==> config.mk <==
export PLATFORM = sky130hd
export DESIGN_NAME = uart_tx_arbiter
export DESIGN_NICKNAME = d
export VERILOG_FILES = /design/src/rtl/uart_tx_arbiter.sv
export SDC_FILE = /design/constraint.sdc
export NUM_CORES = 1
export LEC_CHECK = 0
export CORE_UTILIZATION = 25
export CTS_CLUSTER_DIAMETER = 120
export DETAILED_ROUTE_END_ITERATION = 7
export GPL_ROUTABILITY_DRIVEN = 0
export PLACE_DENSITY = 0.48
export RECOVER_POWER = 25
export SETUP_SLACK_MARGIN = 0.05
export SKIP_CTS_REPAIR_TIMING = 1
export SLEW_MARGIN = 20
export SYNTH_ARGS = -nofsm -noshare
export SYNTH_HDL_FRONTEND = slang
export SYNTH_SLANG_ARGS = --single-unit
==> constraint.sdc <==
create_clock -name clk -period 2 [get_ports clk]
set_clock_uncertainty 0.05 [all_clocks]
set_input_delay 0.4 -clock clk [delete_from_list [all_inputs] [get_ports clk]]
set_output_delay 0.4 -clock clk [all_outputs]
set_load 0.02 [all_outputs]
==> src/rtl/uart_tx_arbiter.sv <==
// uart_tx_arbiter: packet-atomic round-robin sharing of one UART transmitter among NUM_REQ byte streams
module uart_tx_arbiter #(
  parameter int NUM_REQ = 3,
  parameter int STALL_TIMEOUT = 1024
) (
  input  logic                 clk,
  input  logic                 rst_n,
  input  logic [NUM_REQ-1:0]   req_valid,
  input  logic [8*NUM_REQ-1:0] req_data,
  input  logic [NUM_REQ-1:0]   req_last,
  output logic [NUM_REQ-1:0]   req_ready,
  output logic [NUM_REQ-1:0]   grant,
  output logic                 abort,
  output logic                 tx_valid,
  output logic [7:0]           tx_data,
  input  logic                 tx_ready
);
  localparam int IW = $clog2(NUM_REQ);
  localparam int CW = (STALL_TIMEOUT < 1) ? 1 : $clog2(STALL_TIMEOUT + 1);
  typedef enum logic [1:0] {IDLE, LOAD, SEND} state_t;
  state_t state;
  logic [IW-1:0] owner, rr_last, sel, idx;
  logic [7:0] byte_reg;
  logic last_reg, xfer, timeout;
  logic [CW-1:0] stall_cnt, stall_nxt;
  assign tx_data = byte_reg;
  assign xfer = state == LOAD && req_valid[owner] && tx_ready;
  assign req_ready = xfer ? NUM_REQ'(1) << owner : '0;
  assign stall_nxt = &stall_cnt ? stall_cnt : stall_cnt + 1'b1;
  assign timeout = STALL_TIMEOUT != 0 && stall_nxt == CW'(STALL_TIMEOUT);
  // scan backwards so the requester nearest after rr_last is assigned last and wins
  always_comb begin
    sel = '0;
    idx = '0;
    for (int k = NUM_REQ; k >= 1; k--) begin
      idx = IW'((int'(rr_last) + k) % NUM_REQ);
      if (req_valid[idx]) sel = idx;
    end
  end
  always_ff @(posedge clk or negedge rst_n) begin
    if (!rst_n) begin
      state     <= IDLE;
      owner     <= '0;
      rr_last   <= IW'(NUM_REQ - 1);
      byte_reg  <= '0;
      last_reg  <= 1'b0;
      stall_cnt <= '0;
      grant     <= '0;
      abort     <= 1'b0;
      tx_valid  <= 1'b0;
    end else begin
      abort <= 1'b0;
      case (state)
        IDLE: if (|req_valid) begin
          owner     <= sel;
          grant     <= NUM_REQ'(1) << sel;
          stall_cnt <= '0;
          state     <= LOAD;
        end
        LOAD: if (xfer) begin
          byte_reg  <= req_data[8*owner +: 8];
          last_reg  <= req_last[owner];
          tx_valid  <= 1'b1;
          stall_cnt <= '0;
          state     <= SEND;
        end else if (!req_valid[owner]) begin
          stall_cnt <= stall_nxt;
          if (timeout) begin
            abort   <= 1'b1;
            rr_last <= owner;
            grant   <= '0;
            state   <= IDLE;
          end
        end
        // the transmitter dropping ready is the only evidence it has latched the byte
        SEND: if (!tx_ready) begin
          tx_valid <= 1'b0;
          if (last_reg) begin
            rr_last <= owner;
            grant   <= '0;
            state   <= IDLE;
          end else begin
            state <= LOAD;
          end
        end
        default: state <= IDLE;
      endcase
    end
  end
endmodule

* Word level (Yosys, flattened, before mapping)
Cells that the tools add are included.
** Storage, ports and cells
- Register bits :: 31
- Output and inout port bits :: 16
** Operators by class
- Add/sub/neg operators :: 4
- Div/mod/pow operators :: 3
- Order comparisons :: 4
- Eq/ne operators :: 12
- Shifts and indexed selects :: 3
- Muxes and demuxes :: 46
- Reduce and logical (&&, ||, !) cells :: 15
** Operators by type and width (number)
- remainder unit 32 x 3 -> 32 bit (second input constant) :: 3
- two-way mux 11 bit :: 4
- two-way mux 2 bit :: 13
- variable part select 24 x 6 -> 8 bit :: 1
- case mux 11 bit (2 select lines) :: 1
- two-way mux 3 bit :: 7
- inequality test 2 bit (second input constant) :: 7
- < comparator 2 x 3 -> 1 bit (second input constant) :: 4
- two-way mux 1 bit :: 12
- adder 11 x 1 -> 11 bit (second input constant) :: 1
- == test 11 bit (second input constant) :: 1
- AND reduction 11 bit :: 1
- binary-select mux 1 bit (select 2 bit) :: 5
- case mux 3 bit (3 select lines) :: 1
- AND reduction 7 bit :: 1
- adder 2 x 2 -> 3 bit (second input constant) :: 2
- inequality test 3 bit (second input constant) :: 2
- case mux 2 bit (3 select lines) :: 1
- AND reduction 3 bit :: 2
- AND reduction 6 bit :: 1
- << shifter 1 x 2 -> 3 bit (first input constant) :: 2
- case mux 2 bit (2 select lines) :: 1
- AND reduction 2 bit :: 2
- AND reduction 4 bit :: 1
- 9 further kinds :: 11

* Longest topological paths before layout
- Depth in word-level cells :: 10
- Mapped depth :: 8
- Depth with buffers taken out :: 8

* Least setup slack after synthesis
No wires, ideal clock.
- Path type :: register to output
- Start :: reg state[1]
- End :: out req_ready[2]
- Data arrival time :: 1.953 ns
- Required time :: 1.550 ns
- Slack :: -0.403 ns
- Cell stages (with the launch flop) :: 7
- Cell sequence :: dfrtp_1 inv_1 ha_1 clkbuf_1 nand3_1 clkbuf_1 nor3b_1
** Between the ends
- Cells in the longest elaborated chain, start to end :: 4
** RTL lines
- from (decl) :: RTL line 21 : state_t state;
- from (signal assigned) :: RTL line 42 : state <= IDLE;
- from (signal assigned) :: RTL line 58 : state <= LOAD;
- from (signal assigned) :: RTL line 65 : state <= SEND;
- == test 2 x 1 -> 1 bit :: RTL line 27 : assign xfer = state == LOAD && req_valid[owner] && tx_ready;
- logical AND 1 bit (2 in series) :: RTL line 27
- two-way mux 3 bit :: RTL line 28 : assign req_ready = xfer ? NUM_REQ'(1) << owner : '0;
- to (decl) :: RTL line 11 : output logic [NUM_REQ-1:0] req_ready,
No other way between the ends.

* Worst setup path in the final report
- Start :: reg stall_cnt[0]
- End :: reg grant[0]
** Between the ends
- Cells in the longest elaborated chain, start to end :: 5
- Elaborated cells between the ends (all ways) :: 6
- Classes of those cells :: add/sub (1); eq/ne (2); mux (1); reduce/logical (2)
** RTL lines
- from (decl) :: RTL line 25 : logic [CW-1:0] stall_cnt, stall_nxt;
- from (signal assigned) :: RTL line 67 : stall_cnt <= stall_nxt;
- adder 11 x 1 -> 11 bit or AND reduction 11 bit (tied branches) :: RTL line 29 : assign stall_nxt = &stall_cnt ? stall_cnt : stall_cnt + 1'b1;
- two-way mux 11 bit * :: RTL line 29
- == test 11 bit * :: RTL line 30 : assign timeout = STALL_TIMEOUT != 0 && stall_nxt == CW'(STALL_TIMEOUT);
- inequality test 2 bit (no line) *
- AND reduction 7 bit (no line) *
- to (signal assigned) :: RTL line 56 : grant <= NUM_REQ'(1) << sel;
- to (decl) :: RTL line 12 : output logic [NUM_REQ-1:0] grant,
Every way passes the cells marked *; elsewhere a longest branch is shown, timed or not.
A chain may end at the register's enable or synchronous reset.

==> flow_summary_export.csv <==
group,metric,value,unit
status,outcome,"finished, violations left",
status,violations,"negative setup slack",
cells_and_area,syn_to_final_growth,69.3,%
critical_path,crit_type,"register to register",
synthesis,netlist_instances,230,
synthesis,synth_top_area_cell,"dfrtp_1",
routing,drtAntennaViolNets,0,
clocking,htreeDepth,2,
critical_path,r2r-start,"stall_cnt[0]",
worst_hold_path,min_from,"tx_data[2]",
place,dp_cells,428,
sta,finalHoldViolCount,0,
global_routing,overflow,0,
cells_and_area,finalNonFillerCells,446,
die,dieWidth,93.9,microns
sta,hold_ws,0.436,ns
power_and_ir_drop,ir_drop,648,uV
synthesis,synth_area_leaders,"dfrtp_1, mux2i_1, o21ai_0, a21oi_1, ha_1",
power_and_ir_drop,power.total,4.57,mW
routing,wl_per_cell,14.0,microns
sta,timing.fmax,473,MHz
cells_and_area,fillCellCount,816,
cells_and_area,largest_reg_flops,11,
clocking,clk_latency,0.30,ns
routing,avgViaCountPerCell,4.71,
synthesis,synth_edf_count,0,
synthesis,ys_seq_elements,31,
synthesis,yosysMostFrequentCell,"dfrtp_1",
routing,route.detailed.drc,0,
routing,drt_iter0_markers,53,
sta,period_share,1.06,
cells_and_area,nets,380,
critical_path,rr_worst_depth,8,
critical_path,rrSetupSlack,-0.11,ns
sta,max_slew_margin,0.460,
power_and_ir_drop,leakagePower,1.55,nW
sta,setup_ws,-0.114,ns
place,dp_hpwl,4560,microns
clocking,cts_made_buffers,5,
cells_and_area,layout-drive-gt1-share,0.399,
sta,max_slew.worst_pin.slew,0.809,ns
clocking,cts_tree,"built",
synthesis,ys.flop_type,"dfrtp_1",
routing,routed_wl,6240,microns
global_routing,grt_pass1_vias,2143,
die,die_h,93.9,microns
critical_path,critPathRequiredTime,2.13,ns
synthesis,avgSynthCellArea,9.18,sq um
worst_hold_path,whs_path_depth,2,
global_routing,antenna_found_initial,0,
synthesis,yosysTopAreaCellShare,0.356,
die,core_area,8180,sq um
synthesis,ys_types,54,
die,ios,49,
cells_and_area,top_register,"stall_cnt",
clocking,cts_sinks,31,
global_routing,grtUsageTotal,0.150,
worst_hold_path,hold_end,"tx_data[2]",
clocking,cts.clk_slew.worst_paths,0.08,ns
critical_path,arrival,2.24,ns
die,start_util,0.258,
routing,vias,2102,
critical_path,crit_path_end_kind,"register",
place,preCtsSetupSlack,-0.626,ns
sta,report.final.slew_viol_count,0,
power_and_ir_drop,p_per_area,1280,nW/um^2
synthesis,yosysWarnings,0,
cells_and_area,num_antenna_cells,0,
clocking,ctsRootBufferMaster,"clkbuf_8",
synthesis,synth.yosys.seq_area_share,0.368,
critical_path,critPathLaunchType,"register",
critical_path,crit_fanout,4,
global_routing,grt_max_degree,32,
routing,dr.pass1.iters,4,
sta,min_period,2.11,ns
synthesis,synth_commonest_cells,"dfrtp_1, nand2_1, o21ai_0",
die,core.rowCount,33,
synthesis,syn-num-nets,270,
place,io_buffer_count,48,
clocking,clk_path_buf_depth,2,
global_routing,grt_pass1_wl,10300,microns
sta,rsz0062_at_grt,"yes",
run,cap_violations,0,
critical_path,r2r_end,"grant[0]",
sta,setup_viol,10,
worst_hold_path,hp-class,"register to register",
die,die_area,8810,sq um
synthesis,async_reset_ff_frac,1.00,
synthesis,syn-cell-area,2110,sq um
==> cells by family after synthesis <==
| family | Yosys count | share of synthesized area |
|---|---|---|
| simple gates | 75 | 0.203 |
| mux | 22 | 0.111 |
| compound gates | 69 | 0.214 |
| fa+ha+maj | 7 | 0.0415 |
| xor+xnor | 4 | 0.0166 |
| buf+inv | 22 | 0.0456 |
| flops | 31 | 0.368 |
==> routing by layer <==
layer,global-route usage,part of all wire,vias up
met5,0,0,-
met4,0.0385,0.010,0
met3,0.0275,0.043,6
met2,0.254,0.48,44
met1,0.197,0.47,996
li1,-,-,1056
==> placed cells by master (no fill, tap or decap), drive strengths merged, types with 3 or more instances in the layout <==
master	count
a21oi	22
a31oi	5
buf	68
clkbuf	6
clkdlybuf4s50	41
dfrtp	30
dlymetal6s2s	3
ha	7
inv	11
mux2	9
mux2i	13
nand2	23
nand3	7
nand4	5
nor2	16
nor2b	4
nor3	6
nor3b	3
o21ai	24
o2bb2ai	3
xnor2	3
==> power breakdown <==
group	leakage [nW]	switching [mW]	total [mW]	internal (mW)
sequential	0.398	0.133	0.958	0.825
clock	0.0402	0.280	0.523	0.242
combinational	1.12	1.48	3.09	1.60
total	1.55	1.90	4.57	2.67
==> through the flow <==
stage | cell area [sq um] | TNS [ns] | utilization
6_report | 3570 | -0.568 | 0.437
5_1_grt | 3570 | -1.66 | 0.437
4_1_cts | 3240 | -3.75 | 0.396
3_5_place_dp | 3150 | -9.24 | 0.385
3_3_place_gp | 3150 | -8.66 | 0.385
2_1_floorplan | 2190 | -0.409 | -
==> how the worst max path moves through the flow <==
stage / end / slack, ns / cells past startpoint / from
after global placement: req_ready[1] / -0.60 / 6 / req_valid[2]
after detailed placement: req_ready[1] / -0.63 / 6 / req_valid[2]
final: grant[0] / -0.11 / 8 / stall_cnt[0]
after floorplan: grant[0] / -0.09 / 7 / stall_cnt[1]
after CTS: req_ready[1] / -0.62 / 6 / req_valid[2]
after global routing: grant[0] / -0.22 / 9 / stall_cnt[1]
==> worst max-delay path, cell delays in order (launching register included) <==
cell     delay (ns)
dfrtp_1        0.41
buf_6          0.14
and3_4         0.18
buf_6          0.12
o32ai_4        0.25
buf_6          0.14
nand4_1        0.15
o22ai_4        0.24
mux2_4         0.32
==> layout make-up <==
cell class                 count  area (sq um)  share of cell area
timing repair buffer         114          1030               0.287
tap                          105           131              0.0368
multi-input combinational    177          1510               0.421
inverter                      11          41.3              0.0116
sequential                    31           781               0.218
clock inverter                 3          20.0             0.00560
clock buffer                   5          68.8              0.0193
(Power assumes the default switching activity.)
